--- config.mk ---
export PLATFORM = sky130hd
export DESIGN_NAME = gshare_pht
export DESIGN_NICKNAME = d
export VERILOG_FILES = /design/src/rtl/gshare_pht.sv
export SDC_FILE = /design/constraint.sdc
export NUM_CORES = 1
export LEC_CHECK = 0
export ABC_AREA = 1
export CAP_MARGIN = 40
export CELL_PAD_IN_SITES_DETAIL_PLACEMENT = 0
export CELL_PAD_IN_SITES_GLOBAL_PLACEMENT = 1
export CORE_ASPECT_RATIO = 0.7
export CORE_MARGIN = 1
export CORE_UTILIZATION = 30
export CTS_CLUSTER_SIZE = 10
export DETAILED_ROUTE_END_ITERATION = 16
export PLACE_DENSITY_LB_ADDON = 0.1
export SYNTH_ARGS = -nofsm -noshare
export SYNTH_HDL_FRONTEND = slang
export SYNTH_SLANG_ARGS = --single-unit
--- constraint.sdc ---
create_clock -name clk -period 1.5 [get_ports clk]
set_clock_uncertainty 0.1 [all_clocks]
set_input_delay 0.225 -clock clk [delete_from_list [all_inputs] [get_ports clk]]
set_output_delay 0.225 -clock clk [all_outputs]
set_load 0.02 [all_outputs]
--- src/rtl/gshare_pht.sv ---
// gshare branch predictor: a table of 2-bit saturating counters indexed by
// the fetched PC index XOR a global history register (GHR).
//
// Port behaviour: there is no valid/ready handshake. lookup_* and resolve_*
// are sampled every cycle their valid is high and are never stalled. A
// resolve_valid pulse is a single-cycle event; resolve_mispredict is only
// ever high in a cycle where resolve_valid is high.
//
// Lookup is combinational (0-cycle latency). The table is read before it is
// written in the same cycle, so a same-cycle resolve to the looked-up index
// is seen by the following lookup. A mispredict repairs the GHR from the
// history carried with the branch and overrides any same-cycle lookup shift.
module gshare_pht #(
  parameter int IDX_W  = 3,
  parameter int HIST_W = 3,
  parameter int CNT_W  = 16
) (
  input  logic              clk,
  input  logic              reset,
  input  logic              lookup_valid,
  input  logic [IDX_W-1:0]  lookup_pc_idx,
  output logic              pred_taken,
  output logic [IDX_W-1:0]  pred_index,
  output logic [HIST_W-1:0] pred_hist,
  input  logic              resolve_valid,
  input  logic [IDX_W-1:0]  resolve_index,
  input  logic [HIST_W-1:0] resolve_hist,
  input  logic              resolve_taken,
  input  logic              resolve_predicted,
  output logic              resolve_mispredict,
  output logic [CNT_W-1:0]  mispred_count
);

  localparam int DEPTH = 2 ** IDX_W;

  logic [1:0]        r_pht [DEPTH];
  logic [HIST_W-1:0] r_ghr;
  logic [CNT_W-1:0]  r_mispred_count;

  logic [IDX_W-1:0]  w_index;
  logic              w_pred_taken;
  logic              w_mispredict;
  logic [HIST_W-1:0] w_ghr_shift;
  logic [HIST_W-1:0] w_ghr_repair;
  logic [1:0]        w_cnt_cur;
  logic [1:0]        w_cnt_next;

  // Lookup path: index, prediction and history snapshot, all combinational.
  // The GHR is zero-extended at the MSB side before the XOR.
  always_comb begin
    w_index      = lookup_pc_idx ^ IDX_W'(r_ghr);
    w_pred_taken = r_pht[w_index][1];
  end

  assign pred_taken    = w_pred_taken;
  assign pred_index    = w_index;
  assign pred_hist     = r_ghr;
  assign mispred_count = r_mispred_count;

  // Mispredict detection and the two candidate next-GHR values. Written as a
  // shift-and-or so the same expression also covers a 1-bit history.
  always_comb begin
    w_mispredict = resolve_valid & (resolve_taken != resolve_predicted);
    w_ghr_shift  = (r_ghr << 1) | HIST_W'(w_pred_taken);
    w_ghr_repair = (resolve_hist << 1) | HIST_W'(resolve_taken);
  end

  assign resolve_mispredict = w_mispredict;

  // Saturating next value for the counter being trained.
  always_comb begin
    w_cnt_cur  = r_pht[resolve_index];
    w_cnt_next = w_cnt_cur;
    if (resolve_taken) begin
      if (w_cnt_cur != 2'b11) w_cnt_next = w_cnt_cur + 2'b01;
    end else begin
      if (w_cnt_cur != 2'b00) w_cnt_next = w_cnt_cur - 2'b01;
    end
  end

  // Pattern history table: whole-table reinit on reset, else train on resolve.
  always_ff @(posedge clk) begin
    if (reset) begin
      for (int i = 0; i < DEPTH; i++) r_pht[i] <= 2'b01;
    end else if (resolve_valid) begin
      r_pht[resolve_index] <= w_cnt_next;
    end
  end

  // Global history: repair on mispredict wins over the speculative shift.
  always_ff @(posedge clk) begin
    if (reset) begin
      r_ghr <= '0;
    end else if (w_mispredict) begin
      r_ghr <= w_ghr_repair;
    end else if (lookup_valid) begin
      r_ghr <= w_ghr_shift;
    end
  end

  // Mispredict statistics counter, saturating at all-ones.
  always_ff @(posedge clk) begin
    if (reset) begin
      r_mispred_count <= '0;
    end else if (w_mispredict && (r_mispred_count != {CNT_W{1'b1}})) begin
      r_mispred_count <= r_mispred_count + CNT_W'(1);
    end
  end

endmodule

Word-level counts from Yosys, hierarchy flattened
Memories as Yosys holds them, arrays and structs flattened.
Cells that the tools add are included.
Storage, ports and cells
  register bits: 19
  RAM bits: 16
  bits of input ports: 15
  output and inout port bits: 24
  logic and storage cells: 30
  memories: 1
Operators by class
  add/sub/neg operators: 3
  eq/ne operators: 3
  muxes and demuxes: 13
  bitwise gates (word level): 4
  reductions and logical operators: 4
Memory list
  r_pht: depth 8, bits a word 2, read ports 2, clocked after Yosys merged registers in 0, write ports 8, line 36  | logic [1:0] r_pht [DEPTH];
Operator list (number)
  $add 16x1->16 const B: 1
  $ne 16x16->1 const B: 1
  $mux 3: 3
  $mux 2: 4
  $mux 1: 6
  $or 3x1->3: 2
  $reduce_bool 2->1: 2
  $xor 3x3->3: 1
  $add 2x1->2 const B: 1
  $ne 2x2->1 const B: 1
  $reduce_or 2->1: 1
  $sub 2x1->2 const B: 1
  $and 1x1->1: 1
  $logic_and 1x1->1: 1
  $ne 1x1->1: 1

Logic depth before layout (Yosys ltp)
Gate-level depths: netlist of run 1.
  depth in word-level cells: 5
  depth in mapped cells: 10
  gate-level depth less buffers: 9

Worst setup path after synthesis of run 1
OpenSTA, ideal clock, no wires.
  path kind: flip-flop to output port
  start point: register r_ghr[1], in the netlist pred_hist[1]
  end point: output pred_taken
  arrival: 1.422 ns
  required time: 1.175 ns
  slack: -0.247 ns
  stages on the path, launching flop included: 5
  buffers on the path: 0
  cell sequence: dfxtp_1 > xor2_1 > nand3_1 > nand3_1 > and2_1
On the way
  word-level cells in the longest chain between the ends: 2
Ends and longest elaborated chain
  start: declaration: line 37  | logic [HIST_W-1:0] r_ghr;
  start signal: assignment: line 95  | r_ghr <= w_ghr_repair;
  start signal: assignment: line 97  | r_ghr <= w_ghr_shift;
  $xor 3x3->3: line 51  | w_index = lookup_pc_idx ^ IDX_W'(r_ghr);
  named net pred_index[1]: line 23  | output logic [IDX_W-1:0] pred_index,
  $mem_v2 8x2
  end: declaration: line 22  | output logic pred_taken,
The timed path passes the listed nets, and every way through them passes these cells.

==> metrics.cfg, run 1 <==
[timing]
slew_headroom_pct = 80.1
worstMarginPinSlew_ns = 0.296
period_minus_slack_ns = 1.72
timing.final.ws_setup_ns = -0.220
rsz0062_at_grt = yes
period_share_pct = 115
finalMaxSlewViolations = 0
setup_viol = 31
max_freq_ghz = 0.581
hold_viol_final = 0

[route]
postRouteAntennaNets = 0
wl_per_cell_um = 14.3
wirelength_um = 7060
remaining_drc_errors = 0
vias = 2248
routed_via_density = 4.55
drt_first_pass_iters = 5
drtIter0Drc = 92

[yosys]
ys_warn_count = 0
syn_area_per_cell_um2 = 7.18
yosysSeqAreaShare_pct = 39.6
yosysTopAreaCellShare_pct = 22.1
ys_ff_latch = 35
synthCells = 303
synth_area_mm2 = 0.00218
synth_area_leader_cell = edfxtp_1
ys_types = 32
syn_nets = 319
netlist_top_cells_area = edfxtp_1 22%, dfxtp_1 17%, nand2_1 12%

[global_route]
grt_first_pass_wirelength_um = 10700
overflow = 0
grt_pass1_vias = 2013
grt_start_max_net_pins = 19
antenna_found_initial = 0
track_usage_pct = 18.4

[clock_tree]
cts_buffers = 5
clk_path_buf_depth = 2
htree_levels = 2
cts_sinks = 35
clk_latency_ns = 0.30
clkTransAtPathRegs_ns = 0.08
postCtsHoldBufs = 0
cts_tree = built
root_buffer = clkbuf_8

[placement]
dp_hpwl_um = 4730
gp_congestion = 0.803
dp_cells = 470
portBuffers = 37
place_area_mm2 = 0.00300

[critical_path]
r2r-start = r_pht[4][0]
cp-endpoint = pred_taken
cp_data_arrival_time_ns = 1.40
start_kind = flip-flop
critPathCaptureType = output port
rr_worst_depth = 7
r2r_slack_ns = -0.15
crit_fanout = 2
cp.required_ns = 1.17
crit_start = r_pht[0][1]
setup.worst_path.class = flip-flop to output port
r2r_end = r_pht[1][1]

[pwr]
p_per_area_mw_per_mm2 = 699
sw_frac_of_total_pct = 29.6
p_leak_nw = 1.67
p_sw_mw = 0.762
p_comb_share_pct = 25.5
seq_power_share_pct = 40.5
p_int_mw = 1.82
clkPwrFrac_pct = 34.0
vdd_drop_max_v = 0.000403

[min_path]
min_path_type = flip-flop to flip-flop
whs_path_depth = 2

[die]
core_area_mm2 = 0.00688
fp.dieW_um = 104
num_io_pins = 39
start_util_pct = 31.6
num_rows = 25
die_y_um = 73.3
die_area_mm2 = 0.00760

[status]
violations = setup timing
status = finished with violations

[layout]
stdcell_area_mm2 = 0.00369
final_nets = 415
antenna_cells = 0
area_delta_synth_final_pct = 69.6
mostFrequentLayoutCells = 46 x nand2_1, 45 x buf_4, 37 x inv_1
layout.cells.most_common = nand2_1
drive_above_1_share_pct = 45.8
fin_cells = 494

[flow_run]
maxCapViolCount = 0

==> worst min path at each step <==
stage	end	slack, ns	start
6_report	mispred_count[1]	0.40	mispred_count[1]
4_1_cts	pred_hist[2]	0.42	resolve_hist[1]
5_1_grt	mispred_count[1]	0.42	mispred_count[1]
2_1_floorplan	pred_hist[1]	0.29	resolve_hist[0]
3_5_place_dp	mispred_count[2]	0.39	mispred_count[2]
3_3_place_gp	mispred_count[2]	0.39	mispred_count[2]
==> flip-flops by register name (all words and copies together) (netlist names) <==
signal and cells:
r_pht 16, pred_hist 3, mispred_count 16
==> power by group through the flow <==
stage / Combinational (mW) / Sequential (mW) / Clock (mW)
6_report: 0.658 / 1.04 / 0.878
5_1_grt: 0.707 / 1.05 / 0.941
4_1_cts: 0.578 / 1.04 / 0.892
3_5_place_dp: 0.506 / 1.07 / 0
3_3_place_gp: 0.508 / 1.07 / 0
2_1_floorplan: 0.249 / 1.08 / 0
==> cells by family (layout without fill, tap and decap cells) <==
group / Yosys count / in the layout / share of synthesized area, %
buffers and inverters: 52 / 149 / 10.7
and+or+nand+nor: 172 / 172 / 35.8
DFF: 35 / 35 / 39.6
AOI/OAI and AO/OA: 30 / 30 / 8.11
adders and majority gates: 1 / 1 / 0.575
xor gates and xnor gates: 13 / 13 / 5.23
==> layout make-up <==
class	instances	area [um2]
tap	94	118
timing repair buffer	95	883
fill	689	3190
sequential	35	897
inverter	46	175
clock inverter	2	37.5
clock buffer	6	72.6
multi-input combinational	216	1510
==> metrics by stage <==
stage	util [%]	setup slack (ns)	TNS (ns)	hold slack (ns)	total power, mW
global placement	43.6	-0.771	-26.06	0.392	1.57
finish	53.6	-0.220	-2.55	0.403	2.58
detailed placement	43.6	-0.793	-26.86	0.394	1.57
global route	53.6	-0.279	-5.26	0.420	2.70
CTS	48.9	-0.221	-2.46	0.422	2.51
floorplan	-	0.00367	0	0.287	1.32
==> what timing repair did <==
item / CTS / global route
buffers inserted: 10 / 6
gates cloned: 1 / 2
pin swaps: 14 / 27
gates resized for setup: 108 / 75
setup endpoints to repair: 71 / 54
endpoints found under the hold margin: 0 / 0
==> per-layer routing <==
layer,track usage [%],vias up,share of wire (%)
met5,0,-,0
met3,3.28,6,3.2
met1,29.3,1038,57
met4,5.24,0,0.92
li1,-,1162,-
met2,24.6,42,39
==> Yosys cell counts (all sizes together) <==
| master | instances |
|---|---|
| a21oi | 16 |
| and2 | 2 |
| o211ai | 3 |
| dfxtp | 19 |
| a31oi | 2 |
| dlymetal6s4s | 1 |
| o21ai | 8 |
| or2 | 1 |
| xnor2 | 8 |
| o22ai | 1 |
| nand4 | 2 |
| nor3 | 3 |
| xor2 | 5 |
| ha | 1 |
| nand3b | 10 |
| edfxtp | 16 |
| clkinv | 1 |
| nor2 | 45 |
| nand3 | 30 |
| inv | 45 |
| nand2 | 79 |
| buf | 5 |
==> worst max-delay path, cell delays in order, from the launching register on <==
cell      delay, ns
edfxtp_1       0.43
nand3b_1       0.20
nand3_2        0.09
nand3_2        0.09
and2_4         0.17
buf_6          0.12
Power figures use the tool's default switching activity.
==> inputs of run 2 (changes only) <==
--- a/config.mk
+++ b/config.mk
@@ -18,3 +18,4 @@
 export SYNTH_ARGS = -nofsm -noshare
 export SYNTH_HDL_FRONTEND = slang
 export SYNTH_SLANG_ARGS = --single-unit
+export TNS_END_PERCENT = 30
==> constraint.sdc (replaced) <==
create_clock -name clk -period 1.9 [get_ports clk]
set_clock_uncertainty 0.1 [all_clocks]
set_input_delay 0.285 -clock clk [delete_from_list [all_inputs] [get_ports clk]]
set_output_delay 0.285 -clock clk [all_outputs]
set_load 0.02 [all_outputs]
==> metrics.cfg, run 2 (synthesized netlist as in run 1, its figures left out) <==
[placement]
preCtsSetupSlack_ns = -0.510
dp_cells = 462
gp_congestion = 0.827
dp_hpwl_um = 4740
portBuffers = 37

[layout]
fin_cells = 470
drive_above_1_share_pct = 19.9
n_fill_cell = 719
final_nets = 391
seq_area_um2 = 863
antenna_cells = 0
multi_input_area_mm2 = 0.00112
layout.cells.most_common = nand2_1
area_delta_synth_final_pct = 38.6
mostFrequentLayoutCells = 67 x nand2_1, 43 x inv_1, 37 x nor2_1

[route]
wl_per_cell_um = 13.0
drtIter0Drc = 93
wirelength_um = 6130
remaining_drc_errors = 0
drt_first_pass_iters = 4
postRouteAntennaNets = 0
vias = 2128
routed_via_density = 4.53

[timing]
slew_headroom_pct = 76.1
timing.final.ws_setup_ns = 0.0259
setup_viol = 0
period_minus_slack_ns = 1.87
fin_setup_tns_ns = 0
max_freq_ghz = 0.534
period_share_pct = 98.6
finalMaxSlewViolations = 0
worstMarginPinSlew_ns = 0.357
hold_viol_final = 0
rsz0062_at_grt = yes

[die]
die_y_um = 73.3
fp.dieW_um = 104
die_area_mm2 = 0.00760
num_io_pins = 39
start_util_pct = 31.6
core_area_mm2 = 0.00688
num_rows = 25

[clock_tree]
clk_latency_ns = 0.29
cts_buffers = 5
clk_path_buf_depth = 2
root_buffer = clkbuf_8
postCtsHoldBufs = 0
cts_sinks = 35
clkTransAtPathRegs_ns = 0.09
cts_tree = built
cts_setup_buffers = 0
htree_levels = 2

[flow_run]
maxCapViolCount = 0

[global_route]
track_usage_pct = 16.6
met3_usage_pct = 4.53
grtUsageMet2_pct = 21.3
grt_first_pass_wirelength_um = 9480
grt_pass1_vias = 1820
antenna_found_initial = 0
gr-usage-met1_pct = 26.6
overflow = 0
busiest_layer = met1
grt_start_max_net_pins = 15

[critical_path]
rr_worst_depth = 8
cp_data_arrival_time_ns = 1.49
cp.required_ns = 1.51
crit_fanout = 2
start_kind = primary input
critPathCaptureType = output port
setup.worst_path.class = primary input to output port

[pwr]
design_power_total_mw = 1.82
p_comb_share_pct = 21.9
p_int_mw = 1.28
clkPwrFrac_pct = 32.9
p_per_area_mw_per_mm2 = 604
vdd_drop_max_v = 0.000233
seq_power_share_pct = 45.2
p_sw_mw = 0.536
p_leak_nw = 1.25
sw_frac_of_total_pct = 29.4

[min_path]
whs_path_depth = 2
min_path_type = flip-flop to flip-flop

[status]
status = completed

run 2: cell count changes in the layout (fill, tap and decap cells not counted), moves of 9 or more:
cell / delta
a21oi_1: +11
dfxtp_1: +13
nand2_1: +21
clkdlybuf4s50_1: +24
nor2_1: +12
dlygate4sd2_1: -21
a21oi_2: -11
nand2_4: -16
nand3_2: -11
buf_4: -11
buf_6: -9
nand3_1: +12
run 2: worst paths after layout:
kind / slack, ns / endpoint / from
setup / recovery: 0.03 / pred_taken / lookup_pc_idx[1]
hold reg to reg: 0.41 / mispred_count[0] / mispred_count[0]
setup reg to reg: 0.21 / r_pht[3][1] / r_pht[4][0]
hold / removal: 0.41 / mispred_count[0] / mispred_count[0]
run 2: routing by layer:
| metal | share of wire (%) | vias up |
|---|---|---|
| li1 | - | 1111 |
| met5 | 0 | - |
| met4 | 0.44 | 0 |
| met3 | 4.5 | 2 |
| met2 | 37 | 46 |
| met1 | 58 | 969 |
run 2: final cells by class:
cell class / count / share of cell area [%]
multi-input combinational: 216 / 37.1
sequential: 35 / 28.6
timing repair buffer: 71 / 21.4
inverter: 46 / 5.73
tap: 94 / 3.90
clock buffer: 6 / 2.74
clock inverter: 2 / 0.498
run 2: timing repair:
action	in CTS	in global routing
resized for setup	13	19
setup endpoints to repair	21	22
pin swaps	0	0
run 2: critical path, cell delays in order:
cell	delay [ns]
clkdlybuf4s50_1	0.54
xnor2_1	0.17
nand3_1	0.11
nand3_1	0.11
and2_1	0.14
buf_4	0.13
run 2: power groups by stage:
| stage | combinational [mW] | sequential, mW | clock (mW) |
|---|---|---|---|
| final | 0.398 | 0.823 | 0.599 |
| after CTS | 0.394 | 0.821 | 0.620 |
| after detailed placement | 0.399 | 0.839 | 0 |
| after global routing | 0.437 | 0.826 | 0.655 |
| after floorplan | 0.189 | 0.848 | 0 |
| after global placement | 0.400 | 0.839 | 0 |
run 2: stage by stage:
step	hold WS [ns]	utilization, %	instance area [um2]
final	0.409	43.8	3020
after CTS	0.441	43.3	2980
after floorplan	0.354	-	2180
after global routing	0.425	43.8	3020
after detailed placement	0.426	41.9	2880
after global placement	0.413	41.9	2880
==> inputs of run 3 (changes only) <==
--- a/config.mk
+++ b/config.mk
@@ -11,9 +11,10 @@
 export CELL_PAD_IN_SITES_GLOBAL_PLACEMENT = 1
 export CORE_ASPECT_RATIO = 0.7
 export CORE_MARGIN = 1
-export CORE_UTILIZATION = 30
+export CORE_UTILIZATION = 38
 export CTS_CLUSTER_SIZE = 10
 export DETAILED_ROUTE_END_ITERATION = 16
+export HOLD_SLACK_MARGIN = 0.1
 export PLACE_DENSITY_LB_ADDON = 0.1
 export SYNTH_ARGS = -nofsm -noshare
 export SYNTH_HDL_FRONTEND = slang
==> metrics.cfg, run 3 (synthesized netlist as in run 1, its figures left out) <==
[route]
routed_via_density = 4.81
wl_per_cell_um = 13.8
drt_first_pass_iters = 4
postRouteAntennaNets = 0
wirelength_um = 6220
remaining_drc_errors = 0
drtIter0Drc = 184
vias = 2166

[clock_tree]
clk_latency_ns = 0.29
htree_levels = 2
cts_buffers = 5
clk_path_buf_depth = 2
cts_tree = built
cts_sinks = 35
clkTransAtPathRegs_ns = 0.07
root_buffer = clkbuf_8
postCtsHoldBufs = 0

[die]
core_area_mm2 = 0.00537
die_area_mm2 = 0.00604
fp.dieW_um = 92.4
die_y_um = 65.3
start_util_pct = 40.5
num_io_pins = 39
num_rows = 22

[critical_path]
crit_start = lookup_pc_idx[2]
crit_fanout = 3
start_kind = primary input
cp.required_ns = 1.51
cp_data_arrival_time_ns = 1.47
setup.worst_path.class = primary input to output port
r2r-start = r_pht[6][1]
critPathCaptureType = output port

[timing]
period_share_pct = 97.6
hold_ws_ns = 0.422
max_freq_ghz = 0.539
worstMarginPinSlew_ns = 0.455
slew_headroom_pct = 69.6
setup_viol = 0
fin_setup_tns_ns = 0
finalMaxSlewViolations = 0
period_minus_slack_ns = 1.85
hold_viol_final = 0

[placement]
portBuffers = 37
gp_congestion = 0.826
dp_hpwl_um = 4610
dp_cells = 442
place_area_mm2 = 0.00287

[global_route]
antenna_found_initial = 0
grt_start_max_net_pins = 19
overflow = 0
track_usage_pct = 21.9
grt_first_pass_wirelength_um = 10100
grt_pass1_vias = 2015

[pwr]
seq_power_share_pct = 43.1
p_sw_mw = 0.527
p_per_area_mw_per_mm2 = 633
design_power_total_mw = 1.91
p_leak_nw = 1.29
sw_frac_of_total_pct = 27.6
clkPwrFrac_pct = 35.8
vdd_drop_max_v = 0.000344
p_int_mw = 1.38
p_comb_share_pct = 21.2

[layout]
seq_area_um2 = 862
antenna_cells = 0
mostFrequentLayoutCells = 68 x nand2_1, 42 x inv_1, 39 x nor2_1
stdcell_area_mm2 = 0.00302
n_fill_cell = 514
multi_input_area_mm2 = 0.00111
fin_cells = 450
final_nets = 393
area_delta_synth_final_pct = 38.8
drive_above_1_share_pct = 18.8
layout.cells.most_common = nand2_1

[status]
status = completed

[min_path]
min_path_type = flip-flop to flip-flop
min_from = mispred_count[14]

[flow_run]
maxCapViolCount = 0

==> run 3: critical path: stages <==
cell,delay [ns]
clkdlybuf4s50_1,0.47
xor2_1,0.27
inv_1,0.08
nand3_1,0.10
and2_1,0.13
buf_4,0.13
==> run 3: power groups by stage <==
stage	registers (mW)	clock network [mW]	logic (mW)
6_report	0.823	0.683	0.405
5_1_grt	0.825	0.733	0.441
4_1_cts	0.822	0.697	0.398
3_5_place_dp	0.839	0	0.400
3_3_place_gp	0.838	0	0.399
2_1_floorplan	0.848	0	0.189
==> run 3: path summary, 6_finish.rpt <==
kind / end / slack, ns / depth (start not counted)
worst max-delay path: pred_taken / 0.05 / 6
worst min-delay path: mispred_count[14] / 0.42 / 4
worst max register to register: r_pht[0][0] / 0.14 / 9
worst min register to register: mispred_count[14] / 0.42 / 4
==> run 3: what timing repair did <==
action,in CTS,in global routing
gates resized for setup,16,13
buffers inserted,0,0
setup endpoints to repair,21,15
pin swaps,0,1
==> run 3: metal layers <==
| metal | wire length (um) | track usage, % | share of wire [%] |
|---|---|---|---|
| met3 | 506 | 5.44 | 8.1 |
| met1 | 3260 | 34.7 | 52 |
| met5 | 0 | 0 | 0 |
| met2 | 2410 | 28.6 | 39 |
| met4 | 39 | 5.47 | 0.63 |
==> run 3: area by class of cell <==
| cell class | instances | area share [%] |
|---|---|---|
| inverter | 46 | 5.72 |
| clock buffer | 6 | 2.40 |
| tap | 72 | 2.98 |
| sequential | 35 | 28.6 |
| clock inverter | 2 | 1.20 |
| multi-input combinational | 216 | 36.9 |
| timing repair buffer | 73 | 22.2 |
==> run 3: metrics by stage <==
| step | setup WS (ns) | utilization, % |
|---|---|---|
| 2_1_floorplan | 0.0926 | - |
| 3_3_place_gp | -0.474 | 53.5 |
| 4_1_cts | -0.0226 | 55.7 |
| 6_report | 0.0461 | 56.2 |
| 3_5_place_dp | -0.509 | 53.5 |
| 5_1_grt | -0.0358 | 56.2 |
